[src/rtl/lsu_pkg.sv]
// rtl/lsu_pkg.sv - shared constants, state type and request helpers for lsu_ctrl
package lsu_pkg;

   localparam logic [2:0] F3_B  = 3'b000;
   localparam logic [2:0] F3_H  = 3'b001;
   localparam logic [2:0] F3_W  = 3'b010;
   localparam logic [2:0] F3_BU = 3'b100;
   localparam logic [2:0] F3_HU = 3'b101;

   localparam logic [3:0] BE_B = 4'b0001;
   localparam logic [3:0] BE_H = 4'b0011;
   localparam logic [3:0] BE_W = 4'b1111;

   typedef enum logic [1:0] {
      ST_IDLE  = 2'd0,
      ST_WRITE = 2'd1,
      ST_READ  = 2'd2,
      ST_RESP  = 2'd3
   } lsu_state_e;

   // A rejected request never touches memory: bad width code, misaligned, out of range
   function automatic logic req_invalid(input logic we, input logic [2:0] f3,
                                        input logic [31:0] addr);
      logic bad;
      bad = (addr[31:16] != 16'h0000);
      case (f3)
         F3_B:    bad = bad;
         F3_BU:   bad = bad | we;
         F3_H:    bad = bad | addr[0];
         F3_HU:   bad = bad | addr[0] | we;
         F3_W:    bad = bad | (addr[1:0] != 2'b00);
         default: bad = 1'b1;
      endcase
      return bad;
   endfunction

   function automatic logic [3:0] byte_enable(input logic [2:0] f3);
      logic [3:0] be;
      case (f3)
         F3_H, F3_HU: be = BE_H;
         F3_W:        be = BE_W;
         default:     be = BE_B;
      endcase
      return be;
   endfunction

endpackage

[src/rtl/lsu_ctrl_if.sv]
// rtl/lsu_ctrl_if.sv - core request/response and data-memory signals of lsu_ctrl
interface lsu_ctrl_if;

   logic        req_valid;
   logic        req_ready;
   logic        req_we;
   logic [2:0]  req_funct3;
   logic [31:0] req_addr;
   logic [31:0] req_wdata;

   logic        resp_valid;
   logic        resp_ready;
   logic [31:0] resp_rdata;
   logic        resp_err;

   logic [3:0]  mem_write;
   logic [15:0] mem_addr;
   logic [31:0] mem_wdata;
   logic [31:0] mem_rdata;

   // Controller side
   modport slave (
      input  req_valid, req_we, req_funct3, req_addr, req_wdata,
      output req_ready,
      output resp_valid, resp_rdata, resp_err,
      input  resp_ready,
      output mem_write, mem_addr, mem_wdata,
      input  mem_rdata
   );

   // Core plus data-memory side
   modport master (
      output req_valid, req_we, req_funct3, req_addr, req_wdata,
      input  req_ready,
      input  resp_valid, resp_rdata, resp_err,
      output resp_ready,
      input  mem_write, mem_addr, mem_wdata,
      output mem_rdata
   );

endinterface

[src/rtl/lsu_ctrl_load_extend.sv]
// rtl/lsu_ctrl_load_extend.sv - sign/zero extension of right-justified load data
module load_extend
   import lsu_pkg::*;
(
   input  logic [31:0] rdata_i,
   input  logic [2:0]  funct3_i,
   output logic [31:0] data_o
);

   always_comb begin
      data_o = rdata_i;
      case (funct3_i)
         F3_B:    data_o = {{24{rdata_i[7]}}, rdata_i[7:0]};
         F3_H:    data_o = {{16{rdata_i[15]}}, rdata_i[15:0]};
         F3_BU:   data_o = {24'h000000, rdata_i[7:0]};
         F3_HU:   data_o = {16'h0000, rdata_i[15:0]};
         default: data_o = rdata_i;
      endcase
   end

endmodule

[src/rtl/lsu_ctrl.sv]
// rtl/lsu_ctrl.sv - single-outstanding load/store controller in front of the data memory
module lsu_ctrl
   import lsu_pkg::*;
(
   input  logic       clk,
   input  logic       rst_n,
   lsu_ctrl_if.slave  bus
);

   lsu_state_e  state_q, state_d;
   logic [15:0] addr_q, addr_d;
   logic [31:0] wdata_q, wdata_d;
   logic [2:0]  funct3_q, funct3_d;
   logic [31:0] rdata_q, rdata_d;
   logic        err_q, err_d;
   logic [31:0] ext_data;

   load_extend u_load_extend (
      .rdata_i  (bus.mem_rdata),
      .funct3_i (funct3_q),
      .data_o   (ext_data)
   );

   always_ff @(posedge clk) begin
      if (!rst_n) begin
         state_q  <= ST_IDLE;
         addr_q   <= 16'h0000;
         wdata_q  <= 32'h0000_0000;
         funct3_q <= F3_B;
         rdata_q  <= 32'h0000_0000;
         err_q    <= 1'b0;
      end else begin
         state_q  <= state_d;
         addr_q   <= addr_d;
         wdata_q  <= wdata_d;
         funct3_q <= funct3_d;
         rdata_q  <= rdata_d;
         err_q    <= err_d;
      end
   end

   always_comb begin
      state_d  = state_q;
      addr_d   = addr_q;
      wdata_d  = wdata_q;
      funct3_d = funct3_q;
      rdata_d  = rdata_q;
      err_d    = err_q;
      case (state_q)
         ST_IDLE: begin
            if (bus.req_valid) begin
               addr_d   = bus.req_addr[15:0];
               wdata_d  = bus.req_wdata;
               funct3_d = bus.req_funct3;
               rdata_d  = 32'h0000_0000;
               if (req_invalid(bus.req_we, bus.req_funct3, bus.req_addr)) begin
                  err_d   = 1'b1;
                  state_d = ST_RESP;
               end else begin
                  err_d   = 1'b0;
                  state_d = bus.req_we ? ST_WRITE : ST_READ;
               end
            end
         end
         ST_WRITE: state_d = ST_RESP;
         ST_READ: begin
            rdata_d = ext_data;
            state_d = ST_RESP;
         end
         ST_RESP: begin
            if (bus.resp_ready) begin
               state_d = ST_IDLE;
            end
         end
         default: state_d = ST_IDLE;
      endcase
   end

   // Reset gates the write strobe directly so a store caught mid-access never commits
   assign bus.mem_write  = (rst_n && (state_q == ST_WRITE)) ? byte_enable(funct3_q) : 4'b0000;
   assign bus.mem_addr   = addr_q;
   assign bus.mem_wdata  = wdata_q;
   assign bus.req_ready  = rst_n && (state_q == ST_IDLE);
   assign bus.resp_valid = (state_q == ST_RESP);
   assign bus.resp_rdata = rdata_q;
   assign bus.resp_err   = err_q;

endmodule

[src/flat_wrapper.sv]
// flat-port wrapper written by rule: the top's interface ports become plain ports
module lsu_ctrl_flat import lsu_pkg::*;
  (clk, rst_n, bus_req_valid, bus_req_we, bus_req_funct3, bus_req_addr, bus_req_wdata, bus_req_ready, bus_resp_valid, bus_resp_rdata, bus_resp_err, bus_resp_ready, bus_mem_write, bus_mem_addr, bus_mem_wdata, bus_mem_rdata);
  lsu_ctrl_if bus_i ();
  input  logic clk;
  input  logic rst_n;
  input wire logic [$bits(bus_i.req_valid)-1:0] bus_req_valid;
  input wire logic [$bits(bus_i.req_we)-1:0] bus_req_we;
  input wire logic [$bits(bus_i.req_funct3)-1:0] bus_req_funct3;
  input wire logic [$bits(bus_i.req_addr)-1:0] bus_req_addr;
  input wire logic [$bits(bus_i.req_wdata)-1:0] bus_req_wdata;
  output wire logic [$bits(bus_i.req_ready)-1:0] bus_req_ready;
  output wire logic [$bits(bus_i.resp_valid)-1:0] bus_resp_valid;
  output wire logic [$bits(bus_i.resp_rdata)-1:0] bus_resp_rdata;
  output wire logic [$bits(bus_i.resp_err)-1:0] bus_resp_err;
  input wire logic [$bits(bus_i.resp_ready)-1:0] bus_resp_ready;
  output wire logic [$bits(bus_i.mem_write)-1:0] bus_mem_write;
  output wire logic [$bits(bus_i.mem_addr)-1:0] bus_mem_addr;
  output wire logic [$bits(bus_i.mem_wdata)-1:0] bus_mem_wdata;
  input wire logic [$bits(bus_i.mem_rdata)-1:0] bus_mem_rdata;
  assign bus_i.req_valid = bus_req_valid;
  assign bus_i.req_we = bus_req_we;
  assign bus_i.req_funct3 = bus_req_funct3;
  assign bus_i.req_addr = bus_req_addr;
  assign bus_i.req_wdata = bus_req_wdata;
  assign bus_req_ready = bus_i.req_ready;
  assign bus_resp_valid = bus_i.resp_valid;
  assign bus_resp_rdata = bus_i.resp_rdata;
  assign bus_resp_err = bus_i.resp_err;
  assign bus_i.resp_ready = bus_resp_ready;
  assign bus_mem_write = bus_i.mem_write;
  assign bus_mem_addr = bus_i.mem_addr;
  assign bus_mem_wdata = bus_i.mem_wdata;
  assign bus_i.mem_rdata = bus_mem_rdata;
  lsu_ctrl u_core (.clk(clk), .rst_n(rst_n), .bus(bus_i));
endmodule
[config.mk]
export PLATFORM = sky130hd
export DESIGN_NAME = lsu_ctrl_flat
export DESIGN_NICKNAME = d
export VERILOG_FILES = /design/src/rtl/lsu_pkg.sv /design/src/rtl/lsu_ctrl_if.sv /design/src/rtl/lsu_ctrl_load_extend.sv /design/src/rtl/lsu_ctrl.sv /design/src/flat_wrapper.sv
export SDC_FILE = /design/constraint.sdc
export NUM_CORES = 1
export LEC_CHECK = 0
export BUFFER_PORTS_ARGS = -buffer_cell sky130_fd_sc_hd__buf_2
export CAP_MARGIN = 25
export CELL_PAD_IN_SITES_DETAIL_PLACEMENT = 1
export CELL_PAD_IN_SITES_GLOBAL_PLACEMENT = 1
export CORE_ASPECT_RATIO = 0.6
export CORE_MARGIN = 2
export CORE_UTILIZATION = 34
export DETAILED_ROUTE_END_ITERATION = 10
export PLACE_DENSITY = 0.88
export SLEW_MARGIN = 20
export SYNTH_ARGS = -nofsm -noshare
export SYNTH_HDL_FRONTEND = slang
export SYNTH_HIERARCHICAL = 1
export SYNTH_SLANG_ARGS = --single-unit
[constraint.sdc]
create_clock -name clk -period 4.61 [get_ports clk]
set_input_delay 0.2305 -clock clk [delete_from_list [all_inputs] [get_ports clk]]
set_output_delay 0.2305 -clock clk [all_outputs]
set_load 0.02 [all_outputs]
==> summary.md, run 1 <==
| Metric | Value |
|---|---|
| Later-pin clock latency in the skew report | `0.34 ns` |
| Final hold viol count | `0` |
| Cell variety after synth | `28` |
| Leakage | `2.25 nW` |
| HPWL Detailed | `8.22 mm` |
| Detailed Routing Iterations Pass 1 | `4` |
| Final setup viols | `0` |
| Layout Cell Area excl Fill | `4940 um2` |
| Ports | `191` |
| HP Class | `in2reg` |
| Multi-input logic area | `1690 um2` |
| Flop2flop setup slack | `2.26 ns` |
| Relative slew margins | `0.399` |
| Post-DRT Antenna Nets | `0` |
| Synth Flop Type | `dfxtp_1` |
| P per Cell Area | `551 nW/um2` |
| Via count | `3578` |
| Setup crit start | `u_core/state_q[0]` |
| Critical path arrival | `2.61 ns` |
| Max Slew Vio Count | `0` |
| Post-synth top area cell | `dfxtp_1` |
| WL final | `11.1 mm` |
| Die H | `84.7 um` |
| EDFF count, synth | `0` |
| Final routed DRC violation total | `0` |
| RSZ-0062 raised after global routing | `no` |
| Core area | `10600 um2` |
| Worst Setup EP | `u_core/bus.resp_rdata[29]` |
| CP max-delay cell | `a21oi_4` |
| H-tree levels | `3` |
| DIE WIDTH | `139 um` |
| Area contributors post-synth | `dfxtp_1 47%, nand2_1 13%, a21boi_0 10%, a22oi_1 6.5%, nor2b_1 5.6%` |
| Die Area | `11700 um2` |
| Final clock skew | `0.0105 ns` |
| Warnings, synthesis | `6` |
| Postcts setup bufs | `0` |
| Ant diodes | `0` |
| Initial DRC Count | `134` |
| # clock sinks | `86` |
| Crit path max fanout | `32` |
| Wire length per cell | `15.0 um` |
| Fmax | `425 MHz` |
| Cell family with the largest share of critical-path delay | `compound AO/OA/AOI/OAI gates` |
| Crit path buf inv count | `1` |
| CP endpoint kind | `flip-flop` |
| Clock buffer depth | `2` |
| Vias in the first global route | `3755` |
| Synth async-reset ratio | `0` |
| Critical setup path kind | `reg2reg` |
| Placer Congestion | `0.781` |
| Yosys reg bits | `86` |
| Nets | `706` |
| Cell count along the critical path | `6` |
| R2r startpoint | `u_core/state_q[0]` |
| Sequential Area | `1720 um2` |
| Largest net degree at the start of global routing | `55` |
| Proportion of layout cells with a drive suffix above 1 | `0.358` |
| Post-route minimum period | `2.35 ns` |
| VDD IR max | `0.207 mV` |
| Total CTS buffers | `9` |
| Post-Syn Nets | `545` |
| Max_cap viols | `0` |
| Drt via density | `4.82` |
| Mapped Area | `3690 um2` |
| Critical path cell sequence | `inv_1 > ha_1 > and2_2 > a21oi_4 > a22oi_1 > nor2b_1` |
| GRT overflow | `0` |
| Initial antenna violation count | `0` |
| Req. time, crit path | `4.87 ns` |
| Slew @ Worst Pin | `0.900 ns` |
| Worst r2r path cells | `6` |
| Total negative slack | `0 ns` |
| Area Growth Syn to Fin | `33.8%` |
| Clock transition at path regs | `0.07 ns` |
| Total GRT Usage | `0.189` |
| Final Cycle Share | `0.510` |
| Placed cell area | `4570 um2` |
| Global-route wire length before repair | `18.2 mm` |
| CTS tree | `done` |
| Initial core utilization | `0.350` |
| Post-synth top area share | `0.466` |
| Worst path max stage delay | `0.74 ns` |
| Clock Tree Root | `clkbuf_16` |
| # hold bufs at CTS | `0` |
| Fill count | `1318` |
| Post-synthesis sequential area ratio | `0.466` |
| PortBufs | `190` |
| Reg-to-reg endpoint | `u_core/bus.resp_rdata[29]` |
| Post-Synthesis Cells | `437` |
| FP Rows | `29` |
| Critical Path Source Type | `flip-flop` |
| Post-CTS Resized | `0` |
| Status | `finished clean` |
| Syn avg cell area | `8.45 um2` |
synthesized netlist by cell type (2+ instances only):
master / instances
nand2_1: 129
dfxtp_1: 86
a21boi_0: 51
nor2b_1: 33
a22oi_1: 32
o21ai_0: 27
clkbuf_1: 12
buf_2: 10
buf_4: 10
buf_6: 7
inv_1: 6
nor4_1: 5
buf_1: 4
ha_1: 4
nor2_1: 4
a21oi_1: 3
a41oi_1: 2
and2_1: 2
flip-flops by register name (all words and copies together), names as in the netlist:
signal                 count
u_core/bus.mem_addr       16
u_core/bus.resp_rdata     32
u_core/state_q             2
u_core/bus.resp_err        1
u_core/bus.mem_wdata      32
u_core/funct3_q            3
metrics by stage:
| stage | hold slack, ns | cells | utilization | setup WS, ns | power (mW) |
|---|---|---|---|---|---|
| detailed placement | 0.454 | 724 | 0.433 | 1.99 | 1.95 |
| finish | 0.141 | 742 | 0.468 | 2.26 | 2.72 |
| global placement | 0.447 | 724 | 0.433 | 2.23 | 1.90 |
| CTS | 0.129 | 740 | 0.462 | 1.98 | 2.71 |
| global route | 0.127 | 742 | 0.468 | 2.04 | 2.90 |
| floorplan | 0.352 | 437 | - | 3.08 | 1.69 |
area by class of cell:
type | count | share of cell area
multi-input combinational | 301 | 0.341
inverter | 6 | 0.00456
clock inverter | 6 | 0.0150
clock buffer | 10 | 0.0484
tap | 139 | 0.0352
timing repair buffer | 194 | 0.207
sequential | 86 | 0.349
tightest hold or removal path, delay by kind of cell:
kind	cells	cell delay (ns)
AOI/OAI and AO/OA	1	0.06
and+or+nand+nor	1	0.04
buffers and inverters	1	0.09
where the power goes:
| group | leakage [nW] | switching (mW) | total (mW) | internal, mW |
|---|---|---|---|---|
| combinational | 1.39 | 0.647 | 0.995 | 0.348 |
| clock | 0.154 | 0.308 | 0.751 | 0.444 |
| sequential | 0.702 | 0.0886 | 0.972 | 0.883 |
| total | 2.25 | 1.04 | 2.72 | 1.68 |
layout by cell type, fill, tap and decap left out, drive strengths merged:
cell	Yosys	routed
a21boi	52	52
o21ai	27	27
a22oi	32	32
or2	1	1
mux2i	1	1
and2	2	2
inv	6	10
or4b	1	1
nand2b	1	1
nand4	1	1
buf	31	194
nor2	4	4
ha	4	4
dfxtp	86	86
bufinv	0	1
a21oi	4	4
o31a	1	1
a221oi	1	1
clkinv	0	1
nor2b	33	33
a41oi	2	2
nor4	5	5
nand2	129	129
clkbuf	13	10
how the worst min path moves through the flow:
| stage | slack, ns | start | end | cells past startpoint |
|---|---|---|---|---|
| floorplan | 0.35 | bus_req_we | u_core/state_q[1] | 1 |
| global placement | 0.45 | u_core/bus.mem_addr[8] | u_core/bus.mem_addr[8] | 2 |
| detailed placement | 0.45 | u_core/bus.mem_wdata[24] | u_core/bus.mem_wdata[24] | 2 |
| CTS | 0.13 | bus_req_wdata[4] | u_core/bus.mem_wdata[4] | 3 |
| global route | 0.13 | bus_req_wdata[4] | u_core/bus.mem_wdata[4] | 3 |
| finish | 0.14 | bus_req_addr[13] | u_core/bus.mem_addr[13] | 3 |
cell families (layout without fill, tap and decap cells):
group | Yosys count | count (layout) | share of synthesized area
adder cells (fa/ha/maj) | 4 | 4 | 0.0136
multiplexers | 1 | 1 | 0.00373
flip-flops | 86 | 86 | 0.466
AO/OA/AOI/OAI | 119 | 119 | 0.225
AND/OR/NAND/NOR | 177 | 177 | 0.212
buffers and inverters | 50 | 216 | 0.0790
per-layer routing:
layer | track usage | wire length [um] | vias to the layer above | part of all wire
met1 | 0.223 | 4860 | 1674 | 0.44
met5 | 0 | 0 | - | 0
met4 | 0.0482 | 112 | 0 | 0.010
met3 | 0.0724 | 888 | 13 | 0.080
met2 | 0.328 | 5240 | 119 | 0.47
li1 | - | - | 1772 | -
No activity file was read; power rests on OpenSTA's default activity.
==> run 2, diff against run 1 <==
--- a/config.mk
+++ b/config.mk
@@ -11,9 +11,9 @@
 export CELL_PAD_IN_SITES_GLOBAL_PLACEMENT = 1
 export CORE_ASPECT_RATIO = 0.6
 export CORE_MARGIN = 2
-export CORE_UTILIZATION = 34
+export CORE_UTILIZATION = 32
 export DETAILED_ROUTE_END_ITERATION = 10
-export PLACE_DENSITY = 0.88
+export PLACE_DENSITY = 0.84
 export SLEW_MARGIN = 20
 export SYNTH_ARGS = -nofsm -noshare
 export SYNTH_HDL_FRONTEND = slang
==> constraint.sdc (replaced) <==
create_clock -name clk -period 2.2 [get_ports clk]
set_input_delay 0.11 -clock clk [delete_from_list [all_inputs] [get_ports clk]]
set_output_delay 0.11 -clock clk [all_outputs]
set_load 0.02 [all_outputs]
==> summary.md, run 2 (synthesis results as in run 1) <==
| Metric | Value |
|---|---|
| FP Rows | `30 (was 29)` |
| Die Area | `12400 um2 (was 11700 um2)` |
| Dpl ws | `0.263 ns (was 1.99 ns)` |
| Post-route minimum period | `1.95 ns (was 2.35 ns)` |
| Largest net degree at the start of global routing | `54 (was 55)` |
| Commonest cells after routing, fill and taps aside | `190 x buf_2, 128 x nand2_1, 86 x dfxtp_1 (unchanged)` |
| HP Start | `bus_req_wdata[0] (was bus_req_addr[13])` |
| # hold bufs at CTS | `0 (unchanged)` |
| Final setup viols | `0 (unchanged)` |
| Clock buffer depth | `2 (unchanged)` |
| Proportion of layout cells with a drive suffix above 1 | `0.359 (was 0.358)` |
| HPWL Detailed | `8.61 mm (was 8.22 mm)` |
| Ant diodes | `0 (unchanged)` |
| Worst path max stage delay | `0.48 ns (was 0.74 ns)` |
| Final Cycle Share | `0.886 (was 0.510)` |
| Post-DRT Antenna Nets | `0 (unchanged)` |
| Total GRT Usage | `0.184 (was 0.189)` |
| Total CTS buffers | `9 (unchanged)` |
| Postcts setup bufs | `0 (unchanged)` |
| Multi-input logic area | `1690 um2 (unchanged)` |
| # clock sinks | `86 (unchanged)` |
| Final worst slack | `0.250 ns (was 2.26 ns)` |
| Status | `finished clean (unchanged)` |
| Worst hold slack | `0.0231 ns (was 0.141 ns)` |
| Placer Congestion | `0.730 (was 0.781)` |
| Nets | `711 (was 706)` |
| Ports | `191 (unchanged)` |
| CTS tree | `done (unchanged)` |
| Fill count | `1426 (was 1318)` |
| H-tree levels | `3 (unchanged)` |
| PortBufs | `190 (unchanged)` |
| Critical path arrival | `2.19 ns (was 2.61 ns)` |
| Sequential Area | `1720 um2 (unchanged)` |
| GRT overflow | `0 (unchanged)` |
| Final clock skew | `0.00652 ns (was 0.0105 ns)` |
| VDD IR max | `0.484 mV (was 0.207 mV)` |
| Slew @ Worst Pin | `0.706 ns (was 0.900 ns)` |
| Commonest non-fill, non-tap cell in the layout | `buf_2 (unchanged)` |
| Core area | `11300 um2 (was 10600 um2)` |
| P per Cell Area | `1150 nW/um2 (was 551 nW/um2)` |
| Leakage | `2.26 nW (was 2.25 nW)` |
| Wire length per cell | `15.4 um (was 15.0 um)` |
| Via count | `3608 (was 3578)` |
| HP Class | `in2reg (unchanged)` |
| Max_cap viols | `0 (unchanged)` |
| Post-Layout Cell Count | `751 (was 742)` |
| Critical path cell sequence | `inv_1 > ha_1 > and2_2 > buf_4 > nand2_1 > a21boi_0 (was inv_1 > ha_1 > and2_2 > a21oi_4 > a22oi_1 > nor2b_1)` |
| Max Slew Vio Count | `0 (unchanged)` |
| Total negative slack | `0 ns (unchanged)` |
| Crit path max fanout | `53 (was 32)` |
| CP endpoint kind | `flip-flop (unchanged)` |
| Initial core utilization | `0.328 (was 0.350)` |
| Drt via density | `4.80 (was 4.82)` |
| CP max-delay cell | `buf_4 (was a21oi_4)` |
| Area Growth Syn to Fin | `34.0% (was 33.8%)` |
| Clock transition at path regs | `0.06 ns (was 0.07 ns)` |
| DIE WIDTH | `143 um (was 139 um)` |
| Later-pin clock latency in the skew report | `0.33 ns (was 0.34 ns)` |
| RSZ-0062 raised after global routing | `no (unchanged)` |
| Die H | `87.2 um (was 84.7 um)` |
| WL final | `11.6 mm (was 11.1 mm)` |
| Initial antenna violation count | `0 (unchanged)` |
| Global-route wire length before repair | `18.1 mm (was 18.2 mm)` |
| Fmax | `513 MHz (was 425 MHz)` |
| Critical setup path kind | `reg2reg (unchanged)` |
| Pwr Total | `5.70 mW (was 2.72 mW)` |
| Setup crit start | `u_core/state_q[0] (unchanged)` |
| Final routed DRC violation total | `0 (unchanged)` |
| Clock Tree Root | `clkbuf_16 (unchanged)` |
| R2r startpoint | `u_core/state_q[0] (unchanged)` |
| Final hold viol count | `0 (unchanged)` |
| Post-CTS Resized | `0 (unchanged)` |
| Req. time, crit path | `2.44 ns (was 4.87 ns)` |
| Initial DRC Count | `107 (was 134)` |
| Vias in the first global route | `3729 (was 3755)` |
| Placed Instances | `736 (was 724)` |
| Relative slew margins | `0.520 (was 0.399)` |
| Detailed Routing Iterations Pass 1 | `4 (unchanged)` |
| Critical Path Source Type | `flip-flop (unchanged)` |
-- run 2: cell types whose count changed in the layout (fill, tap and decap cells not counted), moves of 2 or more --
cell	change
buf_4	+6
inv_6	-4
clkbuf_1	+2
buf_16	-2
-- run 2: routing by layer --
layer  global-route usage  vias up  part of all wire
met5                    0        -                 0
met4               0.0576        0             0.014
met3               0.0572       18             0.070
met2                0.316      121              0.47
met1                0.222     1692              0.45
li1                     -     1777                 -
-- run 2: where the power goes --
group / switching [mW] / internal (mW)
Combinational: 1.38 / 0.720
Sequential: 0.159 / 1.85
Clock: 0.598 / 0.987
Total: 2.14 / 3.56
-- run 2: worst paths after layout --
| kind | slack [ns] | cells past startpoint | to |
|---|---|---|---|
| worst min-delay path | 0.02 | 3 | u_core/bus.mem_wdata[0] |
| worst min register to register | 0.46 | 2 | u_core/bus.mem_addr[7] |
| worst max register to register | 0.25 | 6 | u_core/bus.mem_wdata[29] |
| worst max-delay path | 0.25 | 6 | u_core/bus.mem_wdata[29] |
-- run 2: stage by stage --
stage,utilization,instance area (um2)
floorplan,-,3690
global placement,0.412,4640
detailed placement,0.412,4640
CTS,0.439,4950
global route,0.439,4950
finish,0.439,4950
-- run 2: cell type report --
cell class,count,share of cell area
inverter,6,0.00455
timing repair buffer,199,0.208
tap,144,0.0364
clock buffer,11,0.0471
sequential,86,0.348
clock inverter,4,0.0147
multi-input combinational,301,0.341
-- run 2: worst max-delay path: cells and delay by family (launching register included) --
family	cells	cell delay, ns
compound gates	1	0.22
buf+inv	2	0.57
simple gates	2	0.37
flops	1	0.33
fa+ha+maj	1	0.34
